File: src/rtl/ahb_sram64_pkg.sv
// Shared encodings and helpers for the AHB-Lite to 64-bit SRAM bridge.
package ahb_sram64_pkg;

  localparam logic [1:0] HTRANS_IDLE   = 2'b00;
  localparam logic [1:0] HTRANS_BUSY   = 2'b01;
  localparam logic [1:0] HTRANS_NONSEQ = 2'b10;
  localparam logic [1:0] HTRANS_SEQ    = 2'b11;

  localparam logic [2:0] HSIZE_BYTE = 3'd0;
  localparam logic [2:0] HSIZE_HALF = 3'd1;
  localparam logic [2:0] HSIZE_WORD = 3'd2;

  typedef enum logic [1:0] {
    WB_EMPTY = 2'd0,
    WB_ADDR  = 2'd1,
    WB_FULL  = 2'd2
  } wbuf_state_e;

  // Byte lanes of the 64-bit SRAM word touched by a transfer; oversize is word.
  function automatic logic [7:0] lane_mask(input logic [2:0] a, input logic [2:0] size);
    logic [7:0] m;
    case (size)
      HSIZE_BYTE: m = 8'h01 << a;
      HSIZE_HALF: m = 8'h03 << {a[2:1], 1'b0};
      default:    m = 8'h0F << {a[2], 2'b00};
    endcase
    return m;
  endfunction

endpackage

File: src/rtl/ahb_sram64_wbuf.sv
// Single-entry posted write buffer: captures address/mask, then data, and
// commits when the SRAM port is free; also flags bytes to forward to reads.
module ahb_sram64_wbuf
  import ahb_sram64_pkg::*;
#(
  parameter int WAW = 12
) (
  input  logic           CLK,
  input  logic           RESETn,
  input  logic           wr_acc_i,
  input  logic           rd_acc_i,
  input  logic [WAW-1:0] wr_addr_i,
  input  logic [7:0]     wr_mask_i,
  input  logic [31:0]    hwdata_i,
  input  logic           rd_dphase_i,
  input  logic [WAW-1:0] rd_addr_i,
  output logic           cmt_o,
  output logic [WAW-1:0] cmt_addr_o,
  output logic [7:0]     cmt_wen_o,
  output logic [63:0]    cmt_data_o,
  output logic [7:0]     fwd_mask_o,
  output logic [31:0]    fwd_data_o
);

  wbuf_state_e    state_q, state_d;
  logic [WAW-1:0] addr_q;
  logic [7:0]     mask_q;
  logic [31:0]    data_q;
  logic [31:0]    cmt_word;

  always_ff @(posedge CLK or negedge RESETn) begin
    if (!RESETn) state_q <= WB_EMPTY;
    else         state_q <= state_d;
  end

  always_comb begin
    state_d = state_q;
    if (wr_acc_i) begin
      state_d = WB_ADDR;
    end else begin
      case (state_q)
        WB_ADDR: state_d = WB_FULL;
        WB_FULL: if (!rd_acc_i) state_d = WB_EMPTY;
        default: state_d = state_q;
      endcase
    end
  end

  // A write accepted during the previous write's data phase commits the older
  // entry straight from HWDATA, so the buffer never needs a second slot.
  always_comb begin
    cmt_o      = ((state_q == WB_FULL) && !rd_acc_i) || ((state_q == WB_ADDR) && wr_acc_i);
    cmt_word   = (state_q == WB_FULL) ? data_q : hwdata_i;
    cmt_addr_o = addr_q;
    cmt_wen_o  = ~mask_q;
    cmt_data_o = {cmt_word, cmt_word};
    fwd_mask_o = ((state_q == WB_FULL) && rd_dphase_i && (addr_q == rd_addr_i)) ? mask_q : 8'h00;
    fwd_data_o = data_q;
  end

  always_ff @(posedge CLK or negedge RESETn) begin
    if (!RESETn) begin
      addr_q <= '0;
      mask_q <= '0;
      data_q <= '0;
    end else begin
      if (wr_acc_i) begin
        addr_q <= wr_addr_i;
        mask_q <= wr_mask_i;
      end
      if (state_q == WB_ADDR) data_q <= hwdata_i;
    end
  end

endmodule

File: src/rtl/ahb_sram64_bridge.sv
// Zero-wait-state AHB-Lite slave in front of a 64-bit wide synchronous SRAM,
// with a posted write buffer so writes never stall the bus.
module ahb_sram64_bridge
  import ahb_sram64_pkg::*;
#(
  parameter int AW = 15
) (
  input  logic          CLK,
  input  logic          RESETn,
  input  logic          HSEL,
  input  logic [AW-1:0] HADDR,
  input  logic [1:0]    HTRANS,
  input  logic [2:0]    HSIZE,
  input  logic          HWRITE,
  input  logic [31:0]   HWDATA,
  input  logic          HREADY,
  output logic          HREADYOUT,
  output logic [31:0]   HRDATA,
  output logic          HRESP,
  output logic          SRAM_CEn,
  output logic [7:0]    SRAM_WEn,
  output logic [AW-4:0] SRAM_A,
  output logic [63:0]   SRAM_D,
  input  logic [63:0]   SRAM_Q
);

  localparam int WAW       = AW - 3;
  localparam int NUM_LANES = 4;

  logic           acc, rd_acc, wr_acc;
  logic [AW-3:0]  rd_addr_q;
  logic           rd_dphase_q;
  logic           cmt;
  logic [WAW-1:0] cmt_addr;
  logic [7:0]     cmt_wen;
  logic [63:0]    cmt_data;
  logic [7:0]     fwd_mask;
  logic [31:0]    fwd_data;

  // Gated by reset so the macro is never enabled while the bridge is held.
  assign acc    = HSEL & HTRANS[1] & HREADY & RESETn;
  assign rd_acc = acc & ~HWRITE;
  assign wr_acc = acc & HWRITE;

  assign HREADYOUT = 1'b1;
  assign HRESP     = 1'b0;

  always_ff @(posedge CLK or negedge RESETn) begin
    if (!RESETn) begin
      rd_addr_q   <= '0;
      rd_dphase_q <= 1'b0;
    end else begin
      rd_dphase_q <= rd_acc;
      if (rd_acc) rd_addr_q <= HADDR[AW-1:2];
    end
  end

  ahb_sram64_wbuf #(.WAW(WAW)) u_wbuf (
    .CLK         (CLK),
    .RESETn      (RESETn),
    .wr_acc_i    (wr_acc),
    .rd_acc_i    (rd_acc),
    .wr_addr_i   (HADDR[AW-1:3]),
    .wr_mask_i   (lane_mask(HADDR[2:0], HSIZE)),
    .hwdata_i    (HWDATA),
    .rd_dphase_i (rd_dphase_q),
    .rd_addr_i   (rd_addr_q[AW-3:1]),
    .cmt_o       (cmt),
    .cmt_addr_o  (cmt_addr),
    .cmt_wen_o   (cmt_wen),
    .cmt_data_o  (cmt_data),
    .fwd_mask_o  (fwd_mask),
    .fwd_data_o  (fwd_data)
  );

  always_comb begin
    SRAM_CEn = 1'b1;
    SRAM_WEn = 8'hFF;
    SRAM_A   = cmt_addr;
    SRAM_D   = cmt_data;
    if (rd_acc) begin
      SRAM_CEn = 1'b0;
      SRAM_A   = HADDR[AW-1:3];
    end else if (cmt) begin
      SRAM_CEn = 1'b0;
      SRAM_WEn = cmt_wen;
    end
  end

  for (genvar j = 0; j < NUM_LANES; j++) begin : g_lane
    logic       fwd;
    logic [7:0] q_byte;
    assign fwd    = rd_addr_q[0] ? fwd_mask[NUM_LANES+j] : fwd_mask[j];
    assign q_byte = rd_addr_q[0] ? SRAM_Q[32+8*j +: 8] : SRAM_Q[8*j +: 8];
    assign HRDATA[8*j +: 8] = fwd ? fwd_data[8*j +: 8] : q_byte;
  end

endmodule

File: config.mk
export PLATFORM = sky130hd
export DESIGN_NAME = ahb_sram64_bridge
export DESIGN_NICKNAME = d
export VERILOG_FILES = /design/src/rtl/ahb_sram64_pkg.sv /design/src/rtl/ahb_sram64_wbuf.sv /design/src/rtl/ahb_sram64_bridge.sv
export SDC_FILE = /design/constraint.sdc
export NUM_CORES = 1
export LEC_CHECK = 0
export CAP_MARGIN = 20
export CORE_ASPECT_RATIO = 0.7
export CORE_MARGIN = 1.5
export CORE_UTILIZATION = 43
export CTS_CLUSTER_SIZE = 8
export DETAILED_ROUTE_END_ITERATION = 12
export PLACE_DENSITY = 0.88
export RECOVER_POWER = 25
export SLEW_MARGIN = 15
export SYNTH_ARGS = -nofsm -noshare
export SYNTH_HDL_FRONTEND = slang
export SYNTH_SLANG_ARGS = --single-unit
File: constraint.sdc
create_clock -name CLK -period 4.75 [get_ports CLK]
set_input_delay 0.95 -clock CLK [delete_from_list [all_inputs] [get_ports CLK]]
set_output_delay 0.95 -clock CLK [all_outputs]
set_load 0.01 [all_outputs]
==> impl_results.md, run 1 <==
* Total half-perimeter wirelength after legalization and detailed placement at 10100 microns
* Crit path time final at 4.08 ns
* Number of warnings reported in the yosys synthesis log at 0
* Flop and latch count out of synthesis at 68
* Synthesized cell area at 4430 sq um
* Overall power after layout at 3.41 mW
* Simple-gate share of the synthesized area at 14.3%
* Number of enable-type register cells in the synthesized netlist at 0
* Clock edge transition at the registers on the reported setup and hold paths at 0.05 ns
* Number of violations reported at the end of detailed-routing iteration 0 at 135
* Die Height at 87.9 microns
* Most numerous cell in the Yosys netlist: sky130_fd_sc_hd__mux2_2
* TritonCTS buffer count at 9
* Slew Viols, Final at 69
* Worst Reg-to-Reg Cells at 4
* Detailed-route wire length at 13200 microns
* Outcome: finished, violations left
* Part of the Yosys area used for sequential elements at 38.5%
* Floorplan core area at 9830 sq um
* Width of the die at 124 microns
* Combinational family with the most area after synthesis: multiplexers
* Number of placement rows at 30
* Violations in the final reports: max-capacitance violations, max-slew violations
* Buffers inserted by post-CTS timing repair at 0
* CTS-repair resized insts at 0
* Number of buffers added on ports at 236
* I/O pin cnt at 240
* Main synth FF type: sky130_fd_sc_hd__dfrtp_1
* Full die area at 10900 sq um
* Type of element launching the critical path: primary input
* Complex-gate fraction of the synthesized area at 2.69%
* Adder and majority gate portion of the synthesized area at 0.565%
* Static power due to leakage at 3.01 nW
* Total number of clock tree sinks at 68
* CTS tree: done
* Hold endpoint: rd_addr_q[5]$_DFFE_PN0P_
* Peak supply drop at 0.000252 V
* Via count of the first global-routing pass at 3866
* Setup slack of the worst register-to-register path at 3.21 ns
* Sw frac at 33.0%
* CTS Hold Buffers Added at 0
* Drt pass-1 iters at 4
* Area added between synthesis and finish at 56.7%
* Highest clock frequency the design can meet at 245 MHz
* Initial antenna violation count at 0
* Worst min path class: reg2reg
* Critical path capture point type: output port
* Number of failing hold endpoints at the final stage at 0
* Slew of the pin with the lowest slew margin at 1.73 ns
* Clock insertion delay at the later pin of the skew report at 0.32 ns
* Worst Hold Margin at 0.496 ns
* Worst slew margin at -15.4%
* Worst slack, placed at 0.686 ns
* Worst-path cell chain: clkdlybuf4s50_1, and4_1, nand2b_1, inv_1, nor2_1, nand2_1, clkdlybuf4s50_1
* Number of distinct standard cells referenced by the synthesized netlist at 25
* Unrepaired setup endpoints after global routing: false
* Share of power burned in registers at 27.1%
* Number of DRC violations after detailed routing at 0
* Synthesized net count at 551
* Hold path startpoint: rd_addr_q[5]$_DFFE_PN0P_
* Layout cell share with drive strength beyond 1 at 24.8%
* Final worst clock skew at 0.00337 ns
* Worst Path Class, Setup: in2out
* Maximum number of pins on one net before global-route repair at 69
* Max FO, Critical Path at 14
* Wire length of the first global-routing pass at 19900 microns
* Final-layout fill cell count at 707
* Final layout net count at 748
* FF-to-FF End: u_wbuf.fwd_data_o[19]$_DFFE_PN0P_
* Routed via count at 3824
* Root cell of the clock tree: sky130_fd_sc_hd__clkbuf_16
* Routed Antenna Nets at 0
* Net switching power at 1.13 mW
* Cell count after synthesis at 428
* Per-cell routed wire length at 17.4 microns
* Count of inserted antenna diode cells at 0
* Top cells by instance count after synthesis: 128 x sky130_fd_sc_hd__mux2_2, 113 x sky130_fd_sc_hd__nand2_1, 68 x sky130_fd_sc_hd__dfrtp_1, 34 x sky130_fd_sc_hd__buf_4, 13 x sky130_fd_sc_hd__clkbuf_1
* RD Place Congestion at 0.867
* Power per cell area at 491 nW/um^2
* Combinational share of power at 53.7%
* Max cap viols at 1
* Area share of the largest cell type after synthesis at 38.5%
* Parity-gate share of the synthesized area counting xor and xnor cells at 2.37%
* Maximum cell stage delay along the critical path at 0.54 ns
* Summed negative setup slack over all endpoints at 0 ns
* Via density at 5.05
* CTS H-Tree Depth at 3
* Total global routing overflow at 0
* P_int at 2.28 mW
* Final setup vio count at 0
* Post-synth ARST share at 100%
* Initial core utilization at 45.0%
* Total GRT Usage at 23.2%
* Required time at the endpoint of the critical path at 3.80 ns
* Worst-case clock buffer depth at 2
* Hold path cells at 2
* Most prevalent standard cell on the critical path: sky130_fd_sc_hd__clkdlybuf4s50_1
* Top area cells in the synthesized netlist: sky130_fd_sc_hd__dfrtp_1 38%, sky130_fd_sc_hd__mux2_2 33%, sky130_fd_sc_hd__nand2_1 9.6%
* Mux share of post-synthesis cell area at 33.5%
* Worst setup slack after layout at 0.672 ns
* Relative contribution of the clock network to total power at 19.1%
* Launch instance of the worst register-to-register path: u_wbuf.state_q[1]$_DFFE_PN0P_
* Post-synth top area cell: sky130_fd_sc_hd__dfrtp_1
* Worst EP arrival at 3.13 ns
* Crit share post-route at 85.8%
* Synthesized area per cell at 10.3 sq um
* Critical path's slowest cell: sky130_fd_sc_hd__clkdlybuf4s50_1
routing by layer:
| metal | up-vias | share of wire, % | GRT usage [%] |
|---|---|---|---|
| met4 | 0 | 0.90 | 5.22 |
| met3 | 14 | 6.1 | 5.86 |
| met1 | 1839 | 42 | 27.8 |
| met5 | - | 0 | 0 |
| met2 | 152 | 51 | 42.9 |
| li1 | 1819 | - | - |
power by group through the flow:
stage | Clock, mW | Combinational, mW | Sequential, mW
floorplan | 0 | 1.09 | 0.883
global placement | 0 | 1.80 | 0.916
detailed placement | 0 | 1.84 | 0.933
CTS | 0.666 | 1.85 | 0.924
global route | 0.691 | 1.94 | 0.954
finish | 0.652 | 1.83 | 0.924
critical path: cells and delay by family:
family        cells  cell delay (ns)
buf+inv           3             1.37
simple gates      4             0.80
worst max path at each step:
| stage | start | depth (start not counted) | end |
|---|---|---|---|
| floorplan | RESETn | 7 | SRAM_WEn[0] |
| global placement | HREADY | 7 | SRAM_WEn[2] |
| detailed placement | HSEL | 7 | SRAM_WEn[1] |
| CTS | HSEL | 7 | SRAM_WEn[1] |
| global route | HSEL | 7 | SRAM_WEn[2] |
| finish | HSEL | 7 | SRAM_WEn[1] |
stage by stage:
step	instance area (sq um)	util, %	cells
global placement	6650	67.6	742
detailed placement	6650	67.6	742
floorplan	4430	-	428
global route	6940	70.5	757
CTS	6940	70.6	757
finish	6940	70.5	757
cell type report:
cell class                      instances  area (sq um)  share of cell area [%]
Clock inverter                          4          50.0                   0.722
Multi-Input combinational cell        301          2370                    34.2
Timing Repair Buffer                  241          2390                    34.5
Sequential cell                        68          1700                    24.6
Tap cell                              128           160                    2.31
Clock buffer                           11           243                    3.50
Inverter                                4          15.0                   0.216
cells in the final DEF, fill, tap and decap left out, types with 2 or more instances in the layout:
cell,synthesis,final
sky130_fd_sc_hd__conb_1,2,2
sky130_fd_sc_hd__nand4_4,4,4
sky130_fd_sc_hd__nor3_1,4,4
sky130_fd_sc_hd__o21ai_0,10,10
sky130_fd_sc_hd__buf_4,34,4
sky130_fd_sc_hd__xor2_1,12,12
sky130_fd_sc_hd__clkbuf_1,13,2
sky130_fd_sc_hd__clkdlybuf4s50_1,0,235
sky130_fd_sc_hd__clkinvlp_4,0,2
sky130_fd_sc_hd__dfrtp_1,68,67
sky130_fd_sc_hd__inv_1,4,4
sky130_fd_sc_hd__nand2b_1,3,3
sky130_fd_sc_hd__mux2i_1,4,4
sky130_fd_sc_hd__nor4_4,2,2
sky130_fd_sc_hd__a22o_1,4,4
sky130_fd_sc_hd__nand2_1,113,113
sky130_fd_sc_hd__clkbuf_16,0,9
sky130_fd_sc_hd__mux2_2,128,128
sky130_fd_sc_hd__nor2_1,3,3
sky130_fd_sc_hd__a21oi_1,5,5
state kept, by name, summed over array words and instances (netlist names):
signal	count
u_wbuf.fwd_data_o	32
u_wbuf.mask_q	8
u_wbuf.state_q	2
rd_dphase_q	1
u_wbuf.cmt_addr_o	12
rd_addr_q	13
cells by family after synthesis:
kind of cell | count (synthesis)
muxes | 132
and+or+nand+nor | 133
adders and majority gates | 2
other | 2
DFF | 68
buffers and inverters | 59
xor gates and xnor gates | 12
AOI/OAI and AO/OA | 20
Power figures use the tool's default switching activity.
==> run 2, diff against run 1 <==
--- a/config.mk
+++ b/config.mk
@@ -11,7 +11,7 @@
 export CORE_UTILIZATION = 43
 export CTS_CLUSTER_SIZE = 8
 export DETAILED_ROUTE_END_ITERATION = 12
-export PLACE_DENSITY = 0.88
+export PLACE_DENSITY = 0.87
 export RECOVER_POWER = 25
 export SLEW_MARGIN = 15
 export SYNTH_ARGS = -nofsm -noshare
==> run 2 against run 1 <==
  * The flow still finishes with violations (max-capacitance violations, max-slew violations)
  * Cell count up 0.13%
  * Clock-buffer cell count down 1
  * Utilization rose by 0.10 points
  * Register-to-register slack lost 1.0 ns
  * Wire length shrank 0.55%
  * Non-clock buffer count did not move
  * First-iteration DRC count rose by 19%
  * Critical path depth unchanged
  * Hold slack worse by 0.00077 ns
==> impl_results.md, run 2 (same netlist as run 1, synthesis figures left out) <==
* Root cell of the clock tree: sky130_fd_sc_hd__clkbuf_16
* Routed Antenna Nets at 0 (unchanged)
* P_int at 2.29 mW (+0.33%)
* Critical path capture point type: output port
* Number of violations reported at the end of detailed-routing iteration 0 at 161 (+19%)
* Dpl cells at 742 (unchanged)
* Count of inserted antenna diode cells at 0 (unchanged)
* TritonCTS buffer count at 9 (unchanged)
* Worst Reg-to-Reg Cells at 4 (unchanged)
* Relative contribution of the clock network to total power at 19.8% (+0.7 points)
* Clock edge transition at the registers on the reported setup and hold paths at 0.06 ns (about the same)
* Final setup vio count at 0 (unchanged)
* Share of power burned in registers at 27.7% (+0.6 points)
* Clock insertion delay at the later pin of the skew report at 0.32 ns (about the same)
* Die Height at 87.9 microns (unchanged)
* Count of non-filler cells in the finished layout at 758 (+0.13%)
* Most prevalent standard cell on the critical path: sky130_fd_sc_hd__clkdlybuf4s50_1
* Slew Viols, Final at 34 (-51%)
* Worst Path Class, Setup: in2out
* Sw frac at 33.3% (+0.30 points)
* FF+latch area at 1700 sq um (unchanged)
* CTS Hold Buffers Added at 0 (unchanged)
* Final layout net count at 748 (unchanged)
* Combinational share of power at 52.5% (-1.2 points)
* Routed via count at 3789 (-0.92%)
* Wire length of the first global-routing pass at 20400 microns (+2.4%)
* I/O pin cnt at 240 (unchanged)
* Slew of the pin with the lowest slew margin at 1.86 ns (+0.132 ns)
* Worst slew margin at -24.2% (-8.8 points)
* Top Family by Delay on Critical Path: buffers and inverters
* Worst EP arrival at 3.18 ns (+0.05 ns)
* Number of placement rows at 30 (unchanged)
* Static power due to leakage at 3.01 nW (about the same)
* Hold path startpoint: rd_addr_q[5]$_DFFE_PN0P_
* Finished Core Util at 70.6% (+0.10 points)
* Total number of clock tree sinks at 68 (unchanged)
* Worst min path class: reg2reg
* Max cap viols at 1 (unchanged)
* Full die area at 10900 sq um (unchanged)
* Width of the die at 124 microns (unchanged)
* Launch instance of the worst register-to-register path: u_wbuf.state_q[1]$_DFFE_PN0P_
* Overall power after layout at 3.43 mW (+0.77%)
* Max FO, Critical Path at 14 (unchanged)
* Final worst clock skew at 0.00382 ns (+0.000448 ns)
* Final-layout fill cell count at 704 (-0.42%)
* Required time at the endpoint of the critical path at 3.80 ns (about the same)
* Worst Hold Margin at 0.495 ns (-0.000767 ns)
* Peak supply drop at 0.000242 V (-3.7%)
* Per-cell routed wire length at 17.3 microns (-0.68%)
* CTS-repair resized insts at 0 (unchanged)
* RD Place Congestion at 0.867 (about the same)
* Initial core utilization at 45.0% (unchanged)
* Worst-path cell chain: clkdlybuf4s50_1, and4_1, nand2b_1, inv_1, nor2_1, nand2_1, clkdlybuf4s50_1
* Number of buffers and inverters on the critical path at 3 (unchanged)
* Total global routing overflow at 0 (unchanged)
* Crit share post-route at 86.9% (+1.0 points)
* Largest register FFs at 32 (unchanged)
* Setup slack of the worst register-to-register path at 2.17 ns (-1.04 ns)
* Detailed-route wire length at 13100 microns (-0.55%)
* Most frequent cells in the layout: 235 x sky130_fd_sc_hd__clkdlybuf4s50_1, 128 x sky130_fd_sc_hd__mux2_2, 113 x sky130_fd_sc_hd__nand2_1
* Summed negative setup slack over all endpoints at 0 ns (unchanged)
* Floorplan core area at 9830 sq um (unchanged)
* Unrepaired setup endpoints after global routing: false
* Type of element launching the critical path: primary input
* Area added between synthesis and finish at 56.9%
* Violations in the final reports: max-capacitance violations, max-slew violations
* Via density at 5.00 (-1.0%)
* Layout cell share with drive strength beyond 1 at 24.8% (-0.039 points)
* Highest clock frequency the design can meet at 242 MHz (-1.2%)
* CTS H-Tree Depth at 3 (unchanged)
* Initial antenna violation count at 0 (unchanged)
* Net switching power at 1.14 mW (+1.7%)
* Worst-case clock buffer depth at 2 (unchanged)
* Outcome: finished, violations left
* Via count of the first global-routing pass at 3937 (+1.8%)
* Hold path cells at 2 (unchanged)
* Total GRT Usage at 23.5% (+0.25 points)
* Number of buffers added on ports at 236 (unchanged)
* Maximum cell stage delay along the critical path at 0.55 ns (about the same)
* Hold endpoint: rd_addr_q[5]$_DFFE_PN0P_
* Power per cell area at 494 nW/um^2 (+0.63%)
* Maximum number of pins on one net before global-route repair at 44 (-36%)
* Total half-perimeter wirelength after legalization and detailed placement at 10100 microns (-0.31%)
* Leading cell type in the layout, fill and taps excluded: sky130_fd_sc_hd__clkdlybuf4s50_1
* Crit path time final at 4.13 ns (+0.0477 ns)
* Area of the multi-input gates at 2370 sq um (unchanged)
* Buffers inserted by post-CTS timing repair at 0 (unchanged)
* FF-to-FF End: u_wbuf.fwd_data_o[6]$_DFFE_PN0P_
* Drt pass-1 iters at 4 (unchanged)
* Number of failing hold endpoints at the final stage at 0 (unchanged)
* Number of DRC violations after detailed routing at 0 (unchanged)
* CTS tree: done
* Critical path's slowest cell: sky130_fd_sc_hd__clkdlybuf4s50_1
## run 2: cell type report
class                           instances  area share (%)
Tap cell                              128            2.31
Multi-Input combinational cell        301            34.2
Inverter                                4           0.216
Sequential cell                        68            24.5
Clock buffer                           10            3.44
Timing Repair Buffer                  241            34.3
Clock inverter                          6            1.03
## run 2: stage by stage
stage	cell area [sq um]	setup slack [ns]
floorplan	4430	1.64
global placement	6650	0.701
detailed placement	6650	0.614
CTS	6960	0.619
global route	6950	0.432
finish	6950	0.624
## run 2: how the worst max path moves through the flow
stage,slack (ns),start,end,cells past startpoint
finish,0.62,HREADY,SRAM_WEn[6],7
global route,0.43,u_wbuf.state_q[1]$_DFFE_PN0P_,SRAM_CEn,6
CTS,0.62,HREADY,SRAM_WEn[6],7
detailed placement,0.61,HREADY,SRAM_WEn[6],7
global placement,0.70,HREADY,SRAM_WEn[4],7
floorplan,1.64,RESETn,SRAM_WEn[0],7
## run 2: power by group through the flow
stage / sequential [mW] / combinational (mW) / clock [mW]
2_1_floorplan: 0.883 / 1.09 / 0
3_3_place_gp: 0.939 / 1.78 / 0
3_5_place_dp: 0.960 / 1.81 / 0
4_1_cts: 0.949 / 1.82 / 0.693
5_1_grt: 0.979 / 1.92 / 0.719
6_report: 0.950 / 1.80 / 0.681
## run 2: tightest hold or removal path: cells and delay by family (launching register included)
kind | cells | cell delay [ns]
and+or+nand+nor | 2 | 0.11
DFF | 1 | 0.35
## run 2: metal layers
layer | track usage [%] | wire length (microns) | up-vias
li1 | - | - | 1814
met1 | 29.6 | 5740 | 1826
met3 | 4.46 | 580 | 9
met4 | 5.22 | 89 | 0
met5 | 0 | 0 | -
met2 | 42.7 | 6680 | 140
==> run 3, diff against run 2 <==
--- a/config.mk
+++ b/config.mk
@@ -7,12 +7,13 @@
 export LEC_CHECK = 0
 export CAP_MARGIN = 20
 export CORE_ASPECT_RATIO = 0.7
-export CORE_MARGIN = 1.5
+export CORE_MARGIN = 5
 export CORE_UTILIZATION = 43
 export CTS_CLUSTER_SIZE = 8
 export DETAILED_ROUTE_END_ITERATION = 12
 export PLACE_DENSITY = 0.87
 export RECOVER_POWER = 25
+export REMOVE_ABC_BUFFERS = 1
 export SLEW_MARGIN = 15
 export SYNTH_ARGS = -nofsm -noshare
 export SYNTH_HDL_FRONTEND = slang
==> run 3 against run 2 <==
  * Largest power group unchanged
  * Worst setup slack improved by 0.20 ns
  * Non-clock buffer count increased by 1
  * Final area rose by 0.86%
  * Critical endpoint is now SRAM_WEn[2]
  * The run still ends with max-capacitance violations, max-slew violations left
  * Wire length up 6.9%
  * Clock skew grew 0.00090 ns
  * Combinational power barely moved
==> impl_results.md, run 3 (same netlist as run 1, synthesis figures left out) <==
* Outcome: finished, violations left
* Violations in the final reports: max-capacitance violations, max-slew violations
* Buffers inserted by post-CTS timing repair at 0 (unchanged)
* Final-layout fill cell count at 747 (+6.1%)
* Area added between synthesis and finish at 58.3%
* Crit path time final at 3.92 ns (-0.204 ns)
* Die Height at 94.9 microns (+8.0%)
* Highest clock frequency the design can meet at 255 MHz (+5.2%)
* Worst min path class: reg2reg
* Routed via count at 3868 (+2.1%)
* Maximum number of pins on one net before global-route repair at 69 (+57%)
* Wire length of the first global-routing pass at 21900 microns (+7.5%)
* Drt pass-1 iters at 4 (unchanged)
* Via density at 5.07 (+1.4%)
* Unrepaired setup endpoints after global routing: false
* Most frequent cells in the layout: 235 x sky130_fd_sc_hd__clkdlybuf4s50_1, 128 x sky130_fd_sc_hd__mux2_2, 113 x sky130_fd_sc_hd__nand2_1
* Number of placement rows at 31 (+3.3%)
* TritonCTS buffer count at 9 (unchanged)
* Width of the die at 131 microns (+5.6%)
* Worst EP arrival at 2.97 ns (-0.21 ns)
* Worst slew margin at -14.7% (+9.5 points)
* Final layout net count at 749 (+0.13%)
* Final worst clock skew at 0.00472 ns (+0.000898 ns)
* Total number of clock tree sinks at 68 (unchanged)
* FF-to-FF End: u_wbuf.fwd_data_o[1]$_DFFE_PN0P_
* Number of failing hold endpoints at the final stage at 0 (unchanged)
* Leading cell type in the layout, fill and taps excluded: sky130_fd_sc_hd__clkdlybuf4s50_1
* Number of buffers added on ports at 236 (unchanged)
* Max FO, Critical Path at 8 (-6)
* Number of DRC violations after detailed routing at 0 (unchanged)
* Slew Viols, Final at 69 (+100%)
* Summed negative setup slack over all endpoints at 0 ns (unchanged)
* Total GRT Usage at 21.6% (-1.9 points)
* RD Place Congestion at 0.853 (-1.6%)
* I/O pin cnt at 240 (unchanged)
* Worst setup slack after layout at 0.829 ns (+0.204 ns)
* Critical path capture point type: output port
* Launch instance of the worst register-to-register path: u_wbuf.state_q[1]$_DFFE_PN0P_
* Full die area at 12500 sq um (+14%)
* Total global routing overflow at 0 (unchanged)
* Worst Path Class, Setup: in2out
* Slew of the pin with the lowest slew margin at 1.72 ns (-0.142 ns)
* Final setup vio count at 0 (unchanged)
* Routed Antenna Nets at 0 (unchanged)
* Power per cell area at 507 nW/um^2 (+2.5%)
* CTS tree: done
* Detailed-route wire length at 14000 microns (+6.9%)
* Static power due to leakage at 3.04 nW (+1.1%)
* Largest register FFs at 32 (unchanged)
* Via count of the first global-routing pass at 4200 (+6.7%)
* Layout cell share with drive strength beyond 1 at 25.2% (+0.44 points)
* Clock insertion delay at the later pin of the skew report at 0.32 ns (about the same)
* Worst slack, placed at 0.860 ns (+0.246 ns)
* CTS-repair resized insts at 0 (unchanged)
* Worst Setup EP: SRAM_WEn[2]
* Total half-perimeter wirelength after legalization and detailed placement at 10800 microns (+7.2%)
* Floorplan core area at 10200 sq um (+3.7%)
* CTS Hold Buffers Added at 0 (unchanged)
* Per-cell routed wire length at 18.3 microns (+6.2%)
* Type of element launching the critical path: primary input
* Finished Core Util at 68.7% (-1.9 points)
* Setup slack of the worst register-to-register path at 3.14 ns (+0.97 ns)
* Startpoint of the worst setup timing path: HSEL
* Count of inserted antenna diode cells at 0 (unchanged)
* Crit share post-route at 82.6% (-4.3 points)
* Peak supply drop at 0.000292 V (+20%)
* Number of violations reported at the end of detailed-routing iteration 0 at 167 (+3.7%)
* Initial antenna violation count at 0 (unchanged)
* Required time at the endpoint of the critical path at 3.80 ns (about the same)
* Initial core utilization at 43.4% (-1.6 points)
* Worst Hold Margin at 0.491 ns (-0.00380 ns)
* Worst-case clock buffer depth at 2 (unchanged)
* CTS H-Tree Depth at 3 (unchanged)
* Worst Reg-to-Reg Cells at 4 (unchanged)
* Clock edge transition at the registers on the reported setup and hold paths at 0.06 ns (about the same)
* Max cap viols at 1 (unchanged)
* Root cell of the clock tree: sky130_fd_sc_hd__clkbuf_16
-- run 3: through the flow --
step	area, sq um	power (mW)	cells
4_1_cts	7010	3.59	763
3_3_place_gp	6660	2.73	747
3_5_place_dp	6660	2.79	747
5_1_grt	7010	3.74	763
2_1_floorplan	4090	1.77	373
6_report	7010	3.55	763
-- run 3: worst min path at each step --
stage	start	to	slack, ns	depth (start not counted)
CTS	rd_addr_q[12]$_DFFE_PN0P_	rd_addr_q[12]$_DFFE_PN0P_	0.50	2
floorplan	rd_addr_q[10]$_DFFE_PN0P_	rd_addr_q[10]$_DFFE_PN0P_	0.47	2
finish	rd_addr_q[12]$_DFFE_PN0P_	rd_addr_q[12]$_DFFE_PN0P_	0.49	2
global placement	rd_addr_q[6]$_DFFE_PN0P_	rd_addr_q[6]$_DFFE_PN0P_	0.48	2
detailed placement	rd_addr_q[12]$_DFFE_PN0P_	rd_addr_q[12]$_DFFE_PN0P_	0.48	2
global route	rd_addr_q[12]$_DFFE_PN0P_	rd_addr_q[12]$_DFFE_PN0P_	0.53	2
-- run 3: worst max-delay path: stages --
cell	delay, ns
sky130_fd_sc_hd__clkdlybuf4s50_1	0.47
sky130_fd_sc_hd__and4_1	0.33
sky130_fd_sc_hd__a21oi_1	0.10
sky130_fd_sc_hd__nor2_1	0.47
sky130_fd_sc_hd__nand2_1	0.14
sky130_fd_sc_hd__clkdlybuf4s50_1	0.50
-- run 3: layout make-up --
cell class,count,area (sq um),share of cell area [%]
timing repair buffer,242,2400,34.2
multi-input combinational,301,2380,33.9
sequential,68,1700,24.3
clock buffer,9,225,3.21
tap,132,165,2.36
clock inverter,7,124,1.77
inverter,4,15.0,0.214
-- run 3: report_power, final --
group          switching [mW]  internal [mW]
logic                   0.744           1.09
clock network           0.262          0.516
registers               0.161          0.777
total                    1.17           2.38
-- run 3: layer usage --
layer,GRT usage (%),part of all wire (%)
met5,0,0
met4,6.42,1.9
met3,5.75,6.7
met2,37.9,50
met1,26.4,41
==> patch 1: new RTL, flow settings as in run 1 <==
Set the parameter `AW` to 14 (it was 15).
--- a/src/rtl/ahb_sram64_bridge.sv
+++ b/src/rtl/ahb_sram64_bridge.sv
@@ -3,7 +3,7 @@
 module ahb_sram64_bridge
   import ahb_sram64_pkg::*;
 #(
-  parameter int AW = 15
+  parameter int AW = 14
 ) (
   input  logic          CLK,
   input  logic          RESETn,
Interface: changed (resized HADDR and SRAM_A); port bits go from 240 to 238. No check against the original RTL was run, so the function may have changed too.
==> patch 1 against run 1 <==
The run still ends with max-capacitance violations, max-slew violations left. Core utilization decreased by 0.51 points. Total power decreased by 1.8%. Synthesized cell count decreased by 3.7%. Routed wire length decreased by 3.5%. Final area decreased by 2.2%. Worst setup slack improved by 150 ps. Sequential cell count decreased by 2. Highest routed layer unchanged. Clock power increased by 1%. Via count decreased by 1.8%. Area after synthesis decreased by 3.6%. Largest power group unchanged.
==> patch 1: results (changes against run 1) <==
Run status
  – Status: complete, but fails checks
  – Failing checks: max-capacitance violations, max-slew violations

Setup path
  – Critical path's top delay family: simple AND/OR/NAND/NOR gates
  – Highest net fanout along the worst path: 8 (-6)

Detailed routing
  – Wl on met1: 5240 um (-4.6%)
  – DR WL/cell: 17.1 um (-1.6%)
  – Routed wl met2: 6500 um (-3.6%)
  – Highest routed metal layer: met4
  – TritonRoute pass-1 iters: 6 (+2)
  – Met3 WL: 843 um (+5.1%)
  – DR vias: 3754 (-1.8%)
  – 1st-iter DRT viols: 224 (+66%)

Placed design
  – Post-Place Cell Area: 0.00648 mm2 (-2.5%)
  – Placed Cells: 726 (-2.2%)
  – Worst slack, placed: 837 ps (+152 ps)
  – Dpl hpwl: 9650 um (-4.5%)
  – I/O Buffers: 234 (-0.85%)
  – GP Congestion: 0.765 (-12%)

Global routing
  – Antenna violations before repair: 0 (unchanged)
  – Met3 Use GR: 5.13% (-0.73 points)
  – Routing usage on met1: 27.7% (-0.081 points)
  – Largest net degree at the start of global routing: 67 (-2.9%)
  – GRT Total Usage: 23.1% (-0.13 points)
  – First-pass GRT wire length: 18900 um (-5.1%)
  – Vias in the first global route: 3880 (+0.36%)
  – Met2 Use GR: 42.7% (-0.16 points)

Finish
  – Fin cells: 742 (-2.0%)
  – Fill cells: 705 (-0.28%)
  – Layout cells sized above 1: 26.7% (+1.9 points)
  – Largest register FFs: 32 (unchanged)

STA
  – Clock skew: 6.36 ps (+2.98 ps)
  – Slew Viols, Final: 67 (-2.9%)
  – Measured slew at the worst slew-check pin: 1610 ps (-116 ps)

Clock tree
  – H-tree Lvls: 3 (unchanged)
  – Clock transition at path regs: 60 ps
  – Post-CTS setup repair buffer count: 0 (unchanged)
  – # resized after CTS: 0 (unchanged)
  – Clk_lat worst skew: 320 ps (about the same)

Logic synthesis
  – Synth Area in Adders: 0.586% (+0.021 points)
  – Mux cell area share after synthesis: 34.8% (+1.4 points)
  – Post-Syn Instances: 412 (-3.7%)
  – Seq/Total Area, Yosys: 38.7% (+0.25 points)
  – Synth top area cells: dfrtp_1 39%, mux2_2 35%, nand2_1 9.2%
  – XOR/XNOR share of the synthesized area: 2.26% (-0.12 points)
  – Yosys cell types: 21 (-16%)
  – Post-synth net total: 534 (-3.1%)
  – Post-synth top cells: 132 x mux2_2, 105 x nand2_1, 66 x dfrtp_1
  – Compound-cell area share of the yosys netlist: 2.79% (+0.099 points)

Pwr
  – Peak supply drop: 0.284 mV (+13%)
  – P_leak: 2.94 nW (-2.4%)

Run
  – MaxCap Viol Count: 1 (unchanged)
==> patch 1: cell types whose count changed in the layout (fill, tap and decap cells not counted), moves of 3 or more <==
| cell | run 1 | this run |
|---|---|---|
| nand2_1 | 113 | 105 |
| nor3_1 | 4 | 0 |
| nand4_4 | 4 | 0 |
| mux2i_1 | 4 | 0 |
| nor4_2 | 0 | 3 |
| mux2_2 | 128 | 132 |
| nand4_2 | 0 | 4 |
==> patch 1: worst paths after layout <==
kind	cells after the start	slack (ps)	from	to
max in group asynchronous	2	2480	RESETn	rd_addr_q[0]$_DFFE_PN0P_
setup reg to reg	4	3160	u_wbuf.state_q[1]$_DFFE_PN0P_	u_wbuf.fwd_data_o[12]$_DFFE_PN0P_
hold reg to reg	2	500	rd_addr_q[8]$_DFFE_PN0P_	rd_addr_q[8]$_DFFE_PN0P_
setup / recovery	7	820	u_wbuf.state_q[0]$_DFFE_PN0P_	HRDATA[28]
hold / removal	2	500	rd_addr_q[8]$_DFFE_PN0P_	rd_addr_q[8]$_DFFE_PN0P_
min in group asynchronous	2	1200	RESETn	u_wbuf.fwd_data_o[17]$_DFFE_PN0P_
==> patch 1: worst reg2reg max path, cell delays in order, from the launching register on <==
cell	delay (ps)
dfrtp_1	400
inv_1	90
ha_2	180
buf_4	390
mux2_2	430
==> patch 1: final cells by class <==
class                      instances  area [um2]  area share, %
timing repair buffer             240        2380           35.1
multi-input combinational        288        2270           33.5
sequential                        66        1650           24.4
clock buffer                       9         225           3.32
tap                              128         160           2.36
clock inverter                     7        76.3           1.13
inverter                           4        15.0          0.221
==> patch 1: power breakdown <==
part	switching [W]	leakage, nW	internal (W)
logic	0.000692	1.97	0.00108
registers	0.000159	0.824	0.000757
clock network	0.000250	0.142	0.000409
total	0.00110	2.94	0.00224
==> patch 2: new RTL, config.mk and constraints of run 1 <==
Made on the original files. Re-encode `wbuf_state_e` (3 states) as one-hot, 3 bits wide.
--- a/src/rtl/ahb_sram64_pkg.sv
+++ b/src/rtl/ahb_sram64_pkg.sv
@@ -10,10 +10,10 @@
   localparam logic [2:0] HSIZE_HALF = 3'd1;
   localparam logic [2:0] HSIZE_WORD = 3'd2;
 
-  typedef enum logic [1:0] {
-    WB_EMPTY = 2'd0,
-    WB_ADDR  = 2'd1,
-    WB_FULL  = 2'd2
+  typedef enum logic [2:0] {
+    WB_EMPTY = 3'b001,
+    WB_ADDR  = 3'b010,
+    WB_FULL  = 3'b100
   } wbuf_state_e;
 
   // Byte lanes of the 64-bit SRAM word touched by a transfer; oversize is word.
Behaviour: no difference found for any inputs over 10 cycles, from zero or initial values and one cycle with RESETn low; not proved beyond that.
==> patch 2 against run 1 <==
Synthesized cell count is 0.93% higher. Final area is 1.0% higher. Area after synthesis is 0.17% lower. Largest power group unchanged. Worst setup slack worse by 250 ps. Register-to-register slack worse by 110 ps. The run still ends with max-capacitance violations, max-slew violations left. Largest cell class unchanged. Sequential cell count is 1 higher. Total power is 20% lower. Routed wire length is 4.3% higher. Critical path type is now reg2out.
==> patch 2: results (changes against run 1) <==
Run status
  – Status: complete, but fails checks
  – Failing checks: max-capacitance violations, max-slew violations

Finish
  – Final nets: 757 (+1.2%)
  – Layout cells sized above 1: 24.2% (-0.62 points)
  – Area growth syn-to-layout: 58.6%
  – Fin cells: 769 (+1.6%)
  – Fill cells: 727 (+2.8%)

Hold path
  – Min-Delay Startpoint: rd_addr_q[8]$_DFFE_PN0P_
  – Hold Path End: rd_addr_q[8]$_DFFE_PN0P_

Setup path
  – Critical Path Max Stage Delay: 760 ps (+220 ps)
  – Setup crit start: u_wbuf.cmt_addr_o[7]$_DFFE_PN0P_
  – Slowest stage cell, crit path: nor4_4
  – Worst Setup EP: HRDATA[16]
  – Reg2reg end: u_wbuf.fwd_data_o[22]$_DFFE_PN0N_
  – CP arrival: 3380 ps (+250 ps)
  – Highest net fanout along the worst path: 8 (-6)
  – Critical path's top delay family: simple AND/OR/NAND/NOR gates
  – R2R setup slack: 3100 ps (-110 ps)

Placed design
  – I/O Buffers: 236 (unchanged)
  – Placed Cells: 753 (+1.5%)
  – Post-Place Cell Area: 0.00669 mm2 (+0.58%)
  – GP Congestion: 0.872 (+0.60%)
  – Worst slack, placed: 745 ps (+59.7 ps)

Detailed routing
  – Final WL: 13700 um (+4.3%)
  – TritonRoute pass-1 iters: 4 (unchanged)
  – 1st-iter DRT viols: 162 (+20%)
  – DR vias: 3968 (+3.8%)

Global routing
  – GRT Total Usage: 24.8% (+1.6 points)
  – Vias in the first global route: 4075 (+5.4%)
  – Routing usage on met1: 30.8% (+3.0 points)
  – Largest net degree at the start of global routing: 41 (-41%)
  – Met3 Use GR: 6.71% (+0.84 points)
  – Met2 Use GR: 43.0% (+0.050 points)
  – First-pass GRT wire length: 20500 um (+2.7%)

Clock tree
  – H-tree Lvls: 3 (unchanged)

Pwr
  – P_leak: 2.92 nW (-3.1%)
  – Peak supply drop: 0.238 mV (-5.3%)

Logic synthesis
  – Seq/Total Area, Yosys: 39.1% (+0.66 points)
  – Main synth FF type: dfrtp_1
  – Synth top area cells: dfrtp_1 39%, mux2_2 32%, nand2_1 9.2%
  – Post-Syn Instances: 432 (+0.93%)
  – Post-synth net total: 553 (+0.36%)
  – Post-synth top cells: 126 x mux2_2, 108 x nand2_1, 68 x dfrtp_1

STA
  – Slew Viols, Final: 71 (+2.9%)
  – Final Cycle Share: 91.2% (+5.4 points)
  – Measured slew at the worst slew-check pin: 2250 ps (+516 ps)
  – Clock skew: 4.89 ps (+1.52 ps)

Run
  – MaxCap Viol Count: 2 (+1)
## patch 2: changes by cell type in the layout (fill, tap and decap cells not counted), sizes merged, moves of 4 or more
cell,delta
nand2,-5
nor3,-4
o21ai,+6
xnor2,+8
xor2,-12
## patch 2: final cells by class
type / count / area share [%]
Tap cell: 128 / 2.29
Clock inverter: 4 / 1.00
Sequential cell: 69 / 24.7
Inverter: 8 / 0.429
Timing Repair Buffer: 244 / 34.4
Multi-Input combinational cell: 304 / 33.6
Clock buffer: 12 / 3.66
## patch 2: metrics by stage
step / total power (W) / hold WS (ps)
after floorplan: 0.00152 / 466
after global placement: 0.00196 / 481
after detailed placement: 0.00201 / 484
after CTS: 0.00275 / 498
after global routing: 0.00288 / 517
final: 0.00273 / 496
## patch 2: power groups by stage
stage	sequential [W]	combinational [W]	clock (W)
floorplan	0.000903	0.000615	0
global placement	0.000951	0.00101	0
detailed placement	0.000970	0.00104	0
CTS	0.000964	0.00104	0.000740
global route	0.000994	0.00111	0.000772
finish	0.000965	0.00103	0.000726
## patch 2: logic make-up (layout without fill, tap and decap cells)
family                    Yosys count  count (layout)  share of synthesized area (%)
DFF                                69              69                           39.1
AOI/OAI and AO/OA                  28              28                           3.63
xor gates and xnor gates            8               8                           1.59
buffers and inverters              59             268                           7.93
other                               2               2                          0.170
muxes                             132             132                           33.6
and+or+nand+nor                   134             134                           14.0
## patch 2: layer usage
metal,up-vias,wire [um]
li1,1852,-
met1,1933,5650
met2,171,6860
met3,12,1080
met4,0,137
met5,-,0
## patch 2: worst register-to-register path, stage by stage, from the launching register on
cell and delay [ps]:
dfrtp_1 410, inv_1 80, nor3_2 180, buf_4 450
mux2_2 410
